File: config.mk
export PLATFORM = sky130hd
export DESIGN_NAME = btn_repeat_flat
export DESIGN_NICKNAME = d
export VERILOG_FILES = /design/src/rtl/btn_repeat_if.sv /design/src/rtl/btn_repeat.sv /design/src/flat_wrapper.sv
export SDC_FILE = /design/constraint.sdc
export NUM_CORES = 1
export LEC_CHECK = 0
export ABC_AREA = 1
export CORE_ASPECT_RATIO = 2
export CORE_MARGIN = 8
export CORE_UTILIZATION = 62
export DETAILED_ROUTE_END_ITERATION = 10
export PLACE_DENSITY = 0.91
export SLEW_MARGIN = 0
export SYNTH_ARGS = -nofsm -noshare
export SYNTH_HDL_FRONTEND = slang
export SYNTH_HIERARCHICAL = 1
export SYNTH_SLANG_ARGS = --single-unit
File: constraint.sdc
create_clock -name clk -period 2.3 [get_ports clk]
set_input_delay 0.23 -clock clk [delete_from_list [all_inputs] [get_ports clk]]
set_output_delay 0.23 -clock clk [all_outputs]
set_load 0.01 [all_outputs]
File: src/rtl/btn_repeat_if.sv
// Button bus between the debouncer side and the event stage.
// master drives the debounced levels; slave returns pulses, held flags and the OR.
interface btn_repeat_if #(
  parameter int NUM_LANES = 5
);
  logic [NUM_LANES-1:0] btn_in;
  logic [NUM_LANES-1:0] btn_pulse;
  logic [NUM_LANES-1:0] btn_held;
  logic                 any_pulse;

  modport master (output btn_in, input btn_pulse, btn_held, any_pulse);
  modport slave  (input btn_in, output btn_pulse, btn_held, any_pulse);
endinterface

File: src/rtl/btn_repeat.sv
// Button event stage: press pulses plus hold-to-repeat on selected channels.
// One independent lane FSM per button; all outputs are registered.
module btn_repeat_lane #(
  parameter int HOLD_CYC   = 5,
  parameter int REPEAT_CYC = 2,
  parameter bit RPT_EN     = 1'b1,
  parameter int CNT_W      = 3
) (
  input  logic clk,
  input  logic rst,
  input  logic btn,
  output logic pulse,
  output logic held,
  output logic pulse_nxt
);
  typedef enum logic [1:0] {IDLE, PRESS, REPEAT} state_t;

  localparam logic [CNT_W-1:0] HOLD_LAST = CNT_W'(HOLD_CYC - 1);
  localparam logic [CNT_W-1:0] HOLD_SAT  = CNT_W'(HOLD_CYC);
  localparam logic [CNT_W-1:0] RPT_LAST  = CNT_W'(REPEAT_CYC - 1);

  state_t           state, state_nxt;
  logic [CNT_W-1:0] cnt, cnt_nxt;
  logic             prev;
  logic             held_nxt;

  always_ff @(posedge clk or posedge rst) begin
    if (rst) begin
      state <= IDLE;
      cnt   <= '0;
      prev  <= 1'b0;
      pulse <= 1'b0;
      held  <= 1'b0;
    end else begin
      state <= state_nxt;
      cnt   <= cnt_nxt;
      prev  <= btn;
      pulse <= pulse_nxt;
      held  <= held_nxt;
    end
  end

  // Counter holds "edges since last event minus one", so expiry is one short of the period.
  always_comb begin
    state_nxt = state;
    cnt_nxt   = cnt;
    pulse_nxt = 1'b0;
    held_nxt  = held;
    if (!btn) begin
      // release beats any coincident expiry
      state_nxt = IDLE;
      cnt_nxt   = '0;
      held_nxt  = 1'b0;
    end else begin
      case (state)
        IDLE: begin
          if (!prev) begin
            pulse_nxt = 1'b1;
            cnt_nxt   = '0;
            state_nxt = PRESS;
          end
        end
        PRESS: begin
          if (RPT_EN && cnt == HOLD_LAST) begin
            pulse_nxt = 1'b1;
            held_nxt  = 1'b1;
            cnt_nxt   = '0;
            state_nxt = REPEAT;
          end else if (cnt != HOLD_SAT) begin
            cnt_nxt = cnt + 1'b1;
          end
        end
        REPEAT: begin
          if (cnt == RPT_LAST) begin
            pulse_nxt = 1'b1;
            cnt_nxt   = '0;
          end else begin
            cnt_nxt = cnt + 1'b1;
          end
        end
        default: state_nxt = IDLE;
      endcase
    end
  end
endmodule

module btn_repeat #(
  parameter int                 sys_freq    = 100000000,
  parameter int                 HOLD_MS     = 500,
  parameter int                 REPEAT_MS   = 100,
  parameter logic [4:0]         REPEAT_MASK = 5'b11000
) (
  input  logic      clk,
  input  logic      rst,
  btn_repeat_if.slave bus
);
  localparam int NUM_LANES  = 5;
  localparam int HOLD_CYC   = sys_freq / 1000 * HOLD_MS;
  localparam int REPEAT_CYC = sys_freq / 1000 * REPEAT_MS;
  localparam int MAX_CYC    = (HOLD_CYC > REPEAT_CYC) ? HOLD_CYC : REPEAT_CYC;
  localparam int CNT_W      = $clog2(MAX_CYC + 1);

  logic [NUM_LANES-1:0] pulse, held, pulse_nxt;
  logic                 any_q;

  for (genvar i = 0; i < NUM_LANES; i++) begin : g_lane
    btn_repeat_lane #(
      .HOLD_CYC  (HOLD_CYC),
      .REPEAT_CYC(REPEAT_CYC),
      .RPT_EN    (REPEAT_MASK[i]),
      .CNT_W     (CNT_W)
    ) u_lane (
      .clk      (clk),
      .rst      (rst),
      .btn      (bus.btn_in[i]),
      .pulse    (pulse[i]),
      .held     (held[i]),
      .pulse_nxt(pulse_nxt[i])
    );
  end

  // Registered from the lanes' next-pulse so it lines up with btn_pulse.
  always_ff @(posedge clk or posedge rst) begin
    if (rst) any_q <= 1'b0;
    else     any_q <= |pulse_nxt;
  end

  assign bus.btn_pulse = pulse;
  assign bus.btn_held  = held;
  assign bus.any_pulse = any_q;
endmodule

File: src/flat_wrapper.sv
// flat-port wrapper written by rule: the top's interface ports become plain ports
module btn_repeat_flat 
#(
  parameter int                 sys_freq    = 100000000,
  parameter int                 HOLD_MS     = 500,
  parameter int                 REPEAT_MS   = 100,
  parameter logic [4:0]         REPEAT_MASK = 5'b11000
)
  (clk, rst, bus_btn_in, bus_btn_pulse, bus_btn_held, bus_any_pulse);
  btn_repeat_if bus_i ();
  input  logic clk;
  input  logic rst;
  input wire logic [$bits(bus_i.btn_in)-1:0] bus_btn_in;
  output wire logic [$bits(bus_i.btn_pulse)-1:0] bus_btn_pulse;
  output wire logic [$bits(bus_i.btn_held)-1:0] bus_btn_held;
  output wire logic [$bits(bus_i.any_pulse)-1:0] bus_any_pulse;
  assign bus_i.btn_in = bus_btn_in;
  assign bus_btn_pulse = bus_i.btn_pulse;
  assign bus_btn_held = bus_i.btn_held;
  assign bus_any_pulse = bus_i.any_pulse;
  btn_repeat #(.sys_freq(sys_freq), .HOLD_MS(HOLD_MS), .REPEAT_MS(REPEAT_MS), .REPEAT_MASK(REPEAT_MASK)) u_core (.clk(clk), .rst(rst), .bus(bus_i));
endmodule
==> results.toml, run 1 <==
[global_routing]
grt_max_degree = 32
grt_pass1_wl_um = 25300
antenna_found_initial = 0
grt_usage_pct = 27.5
grt.overflow.total = 0
grt_pass1_vias = 5239

[cts]
clk_latency_ps = 330
clk_pin_slew_ps = 60
cts_resized = 0
post_cts_buffers = 0
cts_hold_buf = 0
cts-root-buf = "clkbuf_16"
clockBufferDepth = 2
cts_made_buffers = 9
cts_sinks = 72
cts_tree = "yes"
htreeDepth = 3

[sta]
slew_viol_final = 0
min_period_over_period_pct = 93.2
setup_viol = 0
tns_ps = 0
clock_skew_ps = 2.99
fmax_mhz = 467
max-slew-margin-rel_pct = 53.0
hold_viol_final = 0
rsz0062_at_grt = "no"
min_period_ps = 2140
worstMarginPinSlew_ps = 700

[yosys]
yosysWarnings = 6
syn_area_mm2 = 0.00536
syn-mean-instance-area_um2 = 6.93
seq_area_frac_synth_pct = 33.6
synthCells = 773
synth_seq_cells = 72
synth_cell_types = 33
syn-num-nets = 796

[place]
hpwl_um = 11700
io_buffer_count = 14
gp_congestion = 1.02

[drt]
wl_met2_um = 9100
via_count = 5204
dr.max_layer_used = "met4"
wl_met3_um = 662
wirelength_um = 16300
drtIter0Drc = 397
drtPass1Iterations = 5
via_per_inst = 5.82
antenna_left = 0
wl_met1_um = 5190
wl_per_cell_um = 18.2
drc = 0

[final_layout]
fin_nets = 812
final_cell_mix = "254 x nand2_1, 107 x inv_1, 79 x nand3_1, 74 x nor2_1, 72 x dfrtp_1"
seqCellArea_mm2 = 0.00180
n_fill_cell = 721
multiInputGateArea_mm2 = 0.00292
final_common_cell = "nand2_1"
syn_to_final_growth_pct = 9.41
antennaDiodeCount = 0
drive_above_1_share_pct = 11.5

[floorplan]
die_h_um = 147
die-area_mm2 = 0.0121
coreArea_mm2 = 0.00853
num_rows = 48
die_x_um = 81.7
num_io_pins = 18
initial_core_util_pct = 62.8

[critical_path]
critPathKind = "reg -> reg"
worstSetupStartpoint = "u_core/g_lane[4].u_lane/cnt[5]"
crit_arrival_ps = 2410
rrSetupSlack_ps = 160
r2r_cells = 10
rr_startpoint = "u_core/g_lane[4].u_lane/cnt[5]"
cp_max_fo = 5
end_kind = "flip-flop"
crit_end = "u_core/g_lane[4].u_lane/cnt[25]"
r2r_end = "u_core/g_lane[4].u_lane/cnt[25]"
start_kind = "flip-flop"
worstPathRequired_ps = 2560

[pwr]
power_frac_clock_pct = 36.5
power.density_mw_per_mm2 = 685
p_leak_nw = 2.98
p_sw_mw = 1.48
p_seq_share_pct = 34.6
irDropWorstVdd_mv = 0.674
power.share.switching_pct = 36.8
p_comb_share_pct = 28.9
power.total_mw = 4.01
internal_power_mw = 2.54

[run_status]
outcome = "finished, final reports clean"

[worst_hold_path]
hp-class = "in -> async"

[job]
cap_violations = 0
## flip-flops by register name, summed over array words and instances (netlist names)
| register | cells |
|---|---|
| u_core/g_lane.u_lane/cnt | 52 |
| u_core/g_lane.u_lane/state | 7 |
| u_core/g_lane.u_lane/prev | 5 |
| u_core/g_lane.u_lane/pulse | 5 |
| u_core/g_lane.u_lane/held | 2 |
| u_core/bus.any_pulse | 1 |
## per-stage QoR
| step | setup WS (ps) | area [um^2] | util [%] | hold WS (ps) | std cells |
|---|---|---|---|---|---|
| after floorplan | 630 | 5360 | - | -41.3 | 773 |
| after global placement | 154 | 5540 | 64.9 | 430 | 877 |
| after detailed placement | 92.1 | 5540 | 64.9 | 448 | 877 |
| final | 157 | 5860 | 68.7 | 186 | 894 |
| after global routing | 24.3 | 5860 | 68.7 | 215 | 894 |
| after CTS | 56.7 | 5840 | 68.5 | 187 | 893 |
## synthesized netlist by cell type, drive strengths merged
master | n | area, um^2
nand3 | 105 | 663
nand4 | 22 | 150
ha | 16 | 200
conb | 3 | 11.3
o31a | 2 | 17.5
xnor2 | 6 | 52.6
xor2 | 22 | 193
nor4 | 2 | 12.5
o21ai | 8 | 40.0
inv | 112 | 423
a21oi | 4 | 42.5
dfrtp | 72 | 1800
o211ai | 4 | 30.0
nor3 | 18 | 113
nor2 | 87 | 374
clkinv | 2 | 12.5
buf | 27 | 213
nand2 | 261 | 1010
## layer usage
layer	track usage, %	up-vias
met1	25.2	2458
met3	3.59	99
li1	-	2429
met5	0	-
met4	19.5	0
met2	51.3	218
## power groups by stage
stage / clock network (mW) / logic (mW) / registers [mW]
floorplan: 0 / 0.886 / 1.41
global placement: 0 / 1.06 / 1.40
detailed placement: 0 / 1.10 / 1.41
CTS: 1.48 / 1.11 / 1.39
global route: 1.54 / 1.25 / 1.40
finish: 1.46 / 1.16 / 1.39
## cell families (layout without fill, tap and decap cells)
family,Yosys count,in the layout,synth area share (%)
adder cells (fa/ha/maj),16,16,3.74
buffers and inverters,141,161,12.1
AO/OA/AOI/OAI,18,19,2.43
AND/OR/NAND/NOR,495,495,43.3
flip-flops,72,72,33.6
other,3,3,0.210
XOR/XNOR,28,28,4.58
## worst max-delay path: stages, from the launching register on
cell	delay, ps
dfrtp_1	510
nand2_1	120
nor3_1	560
nand2_1	150
nor2_1	250
nand2_1	110
nand2_1	100
nand2_1	60
clkinv_1	50
nand3_2	60
nand2_1	100
## area by class of cell
class | instances | area share (%)
tap | 100 | 2.13
clock inverter | 4 | 0.875
multi-input combinational | 561 | 49.9
timing repair buffer | 31 | 4.57
sequential | 72 | 30.7
inverter | 114 | 7.43
clock buffer | 12 | 4.38
## worst min-delay path by stage
stage,startpoint,to,cells after the start
floorplan,rst,u_core/bus.any_pulse,1
global placement,u_core/g_lane[2].u_lane/state[0],u_core/g_lane[2].u_lane/pulse,1
detailed placement,u_core/g_lane[1].u_lane/state[0],u_core/g_lane[1].u_lane/pulse,1
CTS,rst,u_core/bus.any_pulse,2
global route,rst,u_core/bus.any_pulse,2
finish,rst,u_core/bus.any_pulse,2
(Power assumes the default switching activity.)
==> inputs of run 2 (changes only) <==
- GPL_TIMING_DRIVEN: default -> 0
- clock period: 2.3 -> 2.05 ns (I/O delays scaled with it)
==> results.toml, run 2 (synthesis gave the netlist of run 1 again) <==
[critical_path]
r2r_cells = 11
crit_arrival_ps = 2280
cp_max_fo = 10
critPathKind = "reg -> reg"
rr_startpoint = "u_core/g_lane[4].u_lane/cnt[1]"
rrSetupSlack_ps = 40
start_kind = "flip-flop"
end_kind = "flip-flop"
r2r_end = "u_core/g_lane[4].u_lane/cnt[18]"
worstPathRequired_ps = 2330

[drt]
antenna_left = 0
wirelength_um = 15900
drc = 0
drtPass1Iterations = 7
via_per_inst = 5.61
wl_per_cell_um = 17.4
via_count = 5123
drtIter0Drc = 363

[final_layout]
syn_to_final_growth_pct = 13.9
utilization_pct = 71.6
reg_top3 = "u_core/g_lane.u_lane/cnt (52), u_core/g_lane.u_lane/state (7)"
fin_nets = 832
drive_above_1_share_pct = 14.9
final_common_cell = "nand2_1"
n_fill_cell = 701
final_cell_mix = "252 x nand2_1, 104 x inv_1, 79 x nand3_1, 72 x nor2_1, 70 x dfrtp_1"
antennaDiodeCount = 0
top_register = "u_core/g_lane.u_lane/cnt"
final_area_mm2 = 0.00610
largest_reg_flops = 52

[sta]
slew_viol_final = 0
setup_viol = 0
clock_skew_ps = 9.61
min_period_over_period_pct = 97.9
max-slew-margin-rel_pct = 58.7
worstMarginPinSlew_ps = 616
hold_viol_final = 0
fmax_mhz = 498
min_period_ps = 2010
hold_ws_ps = 152

[pwr]
power.density_mw_per_mm2 = 784
power.total_mw = 4.78
p_leak_nw = 3.11
irDropWorstVdd_mv = 0.659

[cts]
cts_tree = "yes"
cts_sinks = 72
clk_pin_slew_ps = 70
cts_made_buffers = 9
htreeDepth = 3
cts_hold_buf = 0
cts-root-buf = "clkbuf_16"
clk_latency_ps = 340
clockBufferDepth = 2

[floorplan]
coreArea_mm2 = 0.00853
initial_core_util_pct = 62.8
die_h_um = 147
die_x_um = 81.7
num_io_pins = 18
die-area_mm2 = 0.0121
num_rows = 48

[job]
cap_violations = 0

[place]
gp_congestion = 1.02
io_buffer_count = 14
placed_area_mm2 = 0.00562
hpwl_um = 12200

[global_routing]
grt_usage_pct = 27.1
grt_pass1_vias = 5224
grt_max_degree = 32
antenna_found_initial = 0
grt.overflow.total = 0
grt_pass1_wl_um = 24900

[worst_hold_path]
hp-class = "in -> async"

[run_status]
outcome = "finished, final reports clean"
## run 2: cell types whose count changed in the layout (fill, tap and decap cells not counted), sizes merged
cell and change:
a21oi -1, buf +21, bufinv +1, clkinv +2
clkbuf -3
## run 2: worst max-delay path: stages, from the launching register on
cell and delay, ps:
dfrtp_1 420, ha_2 240, nand3_2 150, nor3_4 220, buf_4 160, inv_2 30
nand4_2 110, nand2_4 110, clkinv_4 140, buf_8 170, nand3_2 90, nand2_1 90
## run 2: final cells by class
class	count	area, um^2	area share, %
clock buffer	9	225	3.69
multi-input combinational	560	2930	48.0
clock inverter	7	103	1.68
sequential	72	1800	29.6
inverter	114	435	7.13
timing repair buffer	25	263	4.31
tap	100	125	2.05
buffer	27	216	3.55
## run 2: report_power, final
part | switching [mW] | total, mW | internal (mW)
sequential | 0.0694 | 1.57 | 1.50
combinational | 0.991 | 1.47 | 0.483
clock | 0.662 | 1.74 | 1.08
## run 2: routing by layer
layer	part of all wire, %	global-route usage [%]	vias up
met5	0	0	-
met4	8.8	24.8	0
met3	3.5	3.71	82
met2	57	50.4	181
met1	31	22.6	2393
li1	-	-	2467
## run 2: how the worst max path moves through the flow
stage                     slack (ps)                               to                             start
after floorplan                  380   u_core/g_lane[4].u_lane/cnt[2]  u_core/g_lane[4].u_lane/state[0]
after global placement            20  u_core/g_lane[3].u_lane/cnt[25]    u_core/g_lane[3].u_lane/cnt[0]
after detailed placement         -30   u_core/g_lane[3].u_lane/cnt[0]    u_core/g_lane[3].u_lane/cnt[0]
after CTS                         20  u_core/g_lane[3].u_lane/cnt[19]    u_core/g_lane[3].u_lane/cnt[0]
after global routing             -30  u_core/g_lane[4].u_lane/cnt[18]    u_core/g_lane[4].u_lane/cnt[1]
final                             40  u_core/g_lane[4].u_lane/cnt[18]    u_core/g_lane[4].u_lane/cnt[1]
## run 2: through the flow
step           setup TNS, ps  setup WS, ps  instances
2_1_floorplan              0           380        773
3_3_place_gp               0          16.1        887
3_5_place_dp           -71.8         -30.5        887
4_1_cts                    0          18.9        906
5_1_grt                 -172         -28.7        914
6_report                   0          43.2        914
## run 2: what timing repair did
item | CTS | global route
gates resized for setup | 4 | 7
setup endpoints to repair | 40 | 45
pin swaps | 2 | 1
setup buffers | 3 | 6
==> inputs of run 3 (changes only) <==
- GPL_ROUTABILITY_DRIVEN: default -> 0
- SYNTH_HIERARCHICAL: 1 -> default
==> results.toml, run 3 <==
[place]
hpwl_um = 10700
numPlacedInstances = 887
placed_area_mm2 = 0.00533
place_ws_ps = -118
io_buffer_count = 14

[critical_path]
rrSetupSlack_ps = 90
crit_arrival_ps = 2200
critPathKind = "reg -> reg"
start_kind = "flip-flop"
worstPathRequired_ps = 2290
cp_max_fo = 10
end_kind = "flip-flop"

[worst_hold_path]
hp-class = "in -> reg"

[pwr]
p_leak_nw = 2.90
power.density_mw_per_mm2 = 845
irDropWorstVdd_mv = 0.866

[final_layout]
stdcell_count = 908
top_register = "u_core.g_lane.u_lane.cnt"
final_common_cell = "nand2_1"
utilization_pct = 73.3
fin_nets = 828
drive_above_1_share_pct = 12.7
multiInputGateArea_mm2 = 0.00280
n_fill_cell = 595
antennaDiodeCount = 0
syn_to_final_growth_pct = 15.0
largest_reg_flops = 52
reg_top3 = "u_core.g_lane.u_lane.cnt (52), u_core.g_lane.u_lane.state (7)"
final_cell_mix = "262 x nand2_1, 107 x inv_1, 84 x nand3_1, 73 x nor2_1, 70 x dfrtp_1"
seqCellArea_mm2 = 0.00180
final_area_mm2 = 0.00582

[yosys]
yosysTopAreaCell = "dfrtp_1"
synth_edf_count = 0
syn_area_mm2 = 0.00506
ys_async_sr_fraction_pct = 100
synth_ff_type = "dfrtp_1"
synth_most_common_cell = "nand2_1"
synth.area.top_cells = "dfrtp_1 36%, nand2_1 20%, nand3_1 8.5%, inv_1 8.2%, nor2_1 6.3%"
synthCells = 775
seq_area_frac_synth_pct = 35.6
synth_cell_types = 34
syn-mean-instance-area_um2 = 6.53
synth.top_cell.area_share_pct = 35.6
yosysWarnings = 0
yosys-top-cells-count = "266 x nand2_1, 110 x inv_1, 86 x nand3_1"
synth_seq_cells = 72

[floorplan]
die-area_mm2 = 0.0115
num_rows = 46
die_x_um = 79.9
die_h_um = 144
num_io_pins = 18
coreArea_mm2 = 0.00794
initial_core_util_pct = 63.7

[global_routing]
grt_pass1_wl_um = 24900
grt_max_degree = 73
grt.overflow.total = 0
antenna_found_initial = 0
grt_usage_pct = 27.7
grt_pass1_vias = 5374

[cts]
cts_hold_buf = 0
htreeDepth = 3
clk_pin_slew_ps = 60
cts_tree = "yes"
clockBufferDepth = 2
cts_made_buffers = 9
clk_latency_ps = 350
cts_sinks = 72
cts-root-buf = "clkbuf_16"

[drt]
wl_per_cell_um = 16.9
wirelength_um = 15300
drtIter0Drc = 502
antenna_left = 0
via_per_inst = 5.91
drc = 0
via_count = 5365
drtPass1Iterations = 8

[sta]
fmax_mhz = 511
max-slew-margin-rel_pct = 39.9
min_period_over_period_pct = 95.5
final.setup.worst_slack_ps = 92.9
slew_viol_final = 0
hold_viol_final = 0
worstMarginPinSlew_ps = 901
setup_viol = 0
min_period_ps = 1960
hold_ws_ps = 327
clock_skew_ps = 7.99

[job]
cap_violations = 0

[run_status]
outcome = "finished, final reports clean"
==> run 3: worst paths after layout <==
| check | start | to | depth (start not counted) |
|---|---|---|---|
| worst max register to register | u_core.g_lane[4].u_lane.cnt[13] | u_core.g_lane[4].u_lane.cnt[15] | 13 |
| worst min-delay path | bus_btn_in[3] | u_core.g_lane[3].u_lane.prev | 1 |
| worst min register to register | u_core.g_lane[2].u_lane.prev | u_core.g_lane[2].u_lane.state[0] | 1 |
| worst max-delay path | u_core.g_lane[4].u_lane.cnt[13] | u_core.g_lane[4].u_lane.cnt[15] | 13 |
| max in group asynchronous | rst | u_core.g_lane[4].u_lane.cnt[12] | 2 |
| min in group asynchronous | rst | u_core.g_lane[3].u_lane.cnt[3] | 2 |
==> run 3: cells by family after synthesis <==
group / Yosys count / synth area share, %
adders and majority gates: 14 / 3.46
DFF: 72 / 35.6
other: 1 / 0.0741
xor gates and xnor gates: 14 / 2.42
AOI/OAI and AO/OA: 46 / 5.12
buffers and inverters: 140 / 12.1
and+or+nand+nor: 488 / 41.3
==> run 3: what timing repair did <==
item	4_1_cts	5_1_grt
setup endpoints to repair	35	50
hold endpoints to repair	0	0
buffers inserted	2	2
gates cloned	0	1
gates resized for setup	3	39
pin swaps	2	2
==> run 3: final cells by class <==
| class | instances | area share [%] |
|---|---|---|
| multi-input combinational | 566 | 48.1 |
| sequential | 72 | 31.0 |
| clock buffer | 9 | 3.87 |
| buffer | 25 | 3.14 |
| timing repair buffer | 18 | 2.92 |
| tap | 96 | 2.06 |
| clock inverter | 7 | 1.35 |
| inverter | 115 | 7.53 |
==> run 3: metal layers <==
layer / up-vias / GRT usage (%) / wire length [um]
met5: - / 0 / 0
met4: 0 / 22.5 / 1260
met3: 119 / 4.51 / 957
met2: 336 / 50.7 / 8310
met1: 2451 / 25.4 / 4820
li1: 2459 / - / -
==> run 3: power by group <==
part	internal [mW]	total, mW	leakage [nW]	switching (mW)
Combinational	0.563	1.72	1.77	1.16
Sequential	1.49	1.56	0.977	0.0703
Clock	0.957	1.63	0.144	0.675
==> run 3: critical path, cell delays in order (launching register included) <==
cell and delay, ps:
dfrtp_1 450, inv_2 140, nand2_1 70, nor2_1 140
nand2_1 160, nor2_2 150, nand2_1 80, nand2_2 90
nand2_1 100, clkbuf_4 200, nand2_1 80, nand2_1 70
nand2_1 80, inv_1 40
==> run 3: per-stage QoR <==
stage	power (mW)	TNS (ps)
finish	4.92	0
floorplan	2.62	0
global placement	2.98	-81290
detailed placement	3.04	-1890
global route	5.09	-64.4
CTS	4.71	0
==> edit, RTL diff (config.mk and constraints of run 3) <==
`REPEAT_MS` is set to 100 in 2 places; all go to 200.
--- a/src/rtl/btn_repeat.sv
+++ b/src/rtl/btn_repeat.sv
@@ -89,3 +89,3 @@
   parameter int                 HOLD_MS     = 500,
-  parameter int                 REPEAT_MS   = 100,
+  parameter int                 REPEAT_MS   = 200,
   parameter logic [4:0]         REPEAT_MASK = 5'b11000
--- a/src/flat_wrapper.sv
+++ b/src/flat_wrapper.sv
@@ -5,3 +5,3 @@
   parameter int                 HOLD_MS     = 500,
-  parameter int                 REPEAT_MS   = 100,
+  parameter int                 REPEAT_MS   = 200,
   parameter logic [4:0]         REPEAT_MASK = 5'b11000
Function: no difference found for any inputs over 4 cycles, from zero or initial values and one cycle with rst high; that may be too few to reach the edited logic, so the function may still have changed.
==> edit against run 3 <==
- fmax down 3.8%
- hold slack better by 14 ps
- non-clock buffer count up 2
- wire length down 1.4%
- power up 0.82%
- combinational power up 6%
- synthesized area up 1.0%
- setup slack worse by 78 ps
- core utilization down 2.2 points
- clock power down 4%
- sequential share of layout area about the same
- final area down 0.11%
- sequential cell count unchanged
- die area up 0.87%
- largest cell class unchanged
==> edit: results (changes against run 3) <==
<table>
<tr><th>Metric</th><th>Value</th></tr>
<tr><th colspan="2">Drt</th></tr>
<tr><td>Initial DRC count</td><td>556 (was 502)</td></tr>
<tr><td>Post-detailed-routing wire length</td><td>15.1 mm (was 15.3 mm)</td></tr>
<tr><td>Routed length per instance</td><td>16.5 um (was 16.9 um)</td></tr>
<tr><td>Vias per Instance</td><td>5.82 (was 5.91)</td></tr>
<tr><th colspan="2">STA</th></tr>
<tr><td>Slew of the pin with the lowest slew margin</td><td>895 ps (was 901 ps)</td></tr>
<tr><td>Setup Skew</td><td>12.5 ps (was 7.99 ps)</td></tr>
<tr><th colspan="2">Power</th></tr>
<tr><td>Maximum VDD drop</td><td>666 uV (was 866 uV)</td></tr>
<tr><th colspan="2">Placed design</th></tr>
<tr><td>Detailed-placement wirelength estimate</td><td>10.4 mm (was 10.7 mm)</td></tr>
<tr><td>Placed insts</td><td>896 (was 887)</td></tr>
<tr><th colspan="2">Layout</th></tr>
<tr><td>Fraction of final layout cells with drive strength greater than 1</td><td>10.4% (was 12.7%)</td></tr>
<tr><th colspan="2">Logic synthesis</th></tr>
<tr><td>Unique cell type count in the Yosys netlist</td><td>35 (was 34)</td></tr>
<tr><td>XOR/XNOR share of the synthesized area</td><td>3.08% (was 2.42%)</td></tr>
<tr><td>Synthesized-area fraction occupied by ao, oa, aoi and oai cells</td><td>5.31% (was 5.12%)</td></tr>
<tr><td>Area contributors post-synth</td><td>sky130_fd_sc_hd__dfrtp_1 (35%), sky130_fd_sc_hd__nand2_1 (20%), sky130_fd_sc_hd__inv_1 (8.9%) (was sky130_fd_sc_hd__dfrtp_1 (36%), sky130_fd_sc_hd__nand2_1 (20%), sky130_fd_sc_hd__nand3_1 (8.5%))</td></tr>
<tr><td>Cell count after synthesis</td><td>782 (was 775)</td></tr>
<tr><td>Fraction of the mapped netlist area in adder cells</td><td>3.42% (was 3.46%)</td></tr>
<tr><th colspan="2">Global route</th></tr>
<tr><td>Wire length of the first global-routing pass</td><td>24.2 mm (was 24.9 mm)</td></tr>
<tr><td>All-layer global routing usage</td><td>26.8% (was 27.7%)</td></tr>
<tr><th colspan="2">Setup path</th></tr>
<tr><td>Worst flop-to-flop path startpoint</td><td>u_core.g_lane[4].u_lane.cnt[0] (was u_core.g_lane[4].u_lane.cnt[13])</td></tr>
<tr><th colspan="2">Status</th></tr>
<tr><td>Status</td><td>finished clean (unchanged)</td></tr>
</table>
[edit: routing by layer]
layer	wire length, um	GRT usage, %	up-vias
met5	0	0	-
met4	1200	23.0	0
met3	883	4.42	113
met2	8190	49.1	321
met1	4860	24.2	2428
li1	-	-	2478
[edit: kinds of logic (layout without fill, tap and decap cells)]
logic type      after synthesis  count (layout)
compound gates               48              48
xor+xnor                     18              18
fa+ha+maj                    14              14
buf+inv                     148             183
flops                        72              72
other cells                   1               3
simple gates                481             481
[edit: timing repair]
action | CTS | global route
buffers inserted | 0 | 6
setup endpoints to repair | 26 | 45
resized for setup | 5 | 24
pin swaps | 0 | 2
[edit: through the flow]
step,instance area [um2],power [mW],setup slack [ps]
after floorplan,5120,2.77,20.1
after global placement,5390,3.16,-1150
after global routing,5810,5.18,-87.6
after CTS,5690,4.80,12.5
final,5810,4.96,15.2
after detailed placement,5390,3.24,-14.2
[edit: cell type report]
type / instances / share of cell area (%)
multi-input combinational: 564 / 47.2
sequential: 72 / 31.0
inverter: 123 / 8.03
clock buffer: 9 / 3.87
buffer: 25 / 3.57
timing repair buffer: 20 / 3.19
tap: 98 / 2.11
clock inverter: 6 / 1.05
[edit: final timing paths]
check / end / slack, ps / cells after the start
worst min-delay path: u_core.g_lane[3].u_lane.prev / 340 / 1
max in group asynchronous: u_core.g_lane[4].u_lane.cnt[22] / 1000 / 2
min in group asynchronous: u_core.g_lane[4].u_lane.cnt[18] / 410 / 2
worst max-delay path: u_core.g_lane[4].u_lane.cnt[5] / 20 / 13
worst min register to register: u_core.g_lane[0].u_lane.pulse / 460 / 1
worst max register to register: u_core.g_lane[4].u_lane.cnt[5] / 20 / 13
[edit: critical path, stage by stage (launching register included)]
cell                      delay (ps)
sky130_fd_sc_hd__dfrtp_1         430
sky130_fd_sc_hd__ha_4            190
sky130_fd_sc_hd__nand3_2         130
sky130_fd_sc_hd__nor2_4          170
sky130_fd_sc_hd__nand2_1         100
sky130_fd_sc_hd__nor2_2          150
sky130_fd_sc_hd__nand2_2         100
sky130_fd_sc_hd__nand2_2         100
sky130_fd_sc_hd__nand2_2          90
sky130_fd_sc_hd__buf_6           160
sky130_fd_sc_hd__nand2_1         110
sky130_fd_sc_hd__nand2_1          70
sky130_fd_sc_hd__nand2_1          80
sky130_fd_sc_hd__inv_1            40
[edit: report_power, final]
part           switching, mW  internal (mW)
Sequential            0.0729           1.49
Clock                  0.629          0.931
Combinational           1.24          0.593
Total                   1.94           3.02
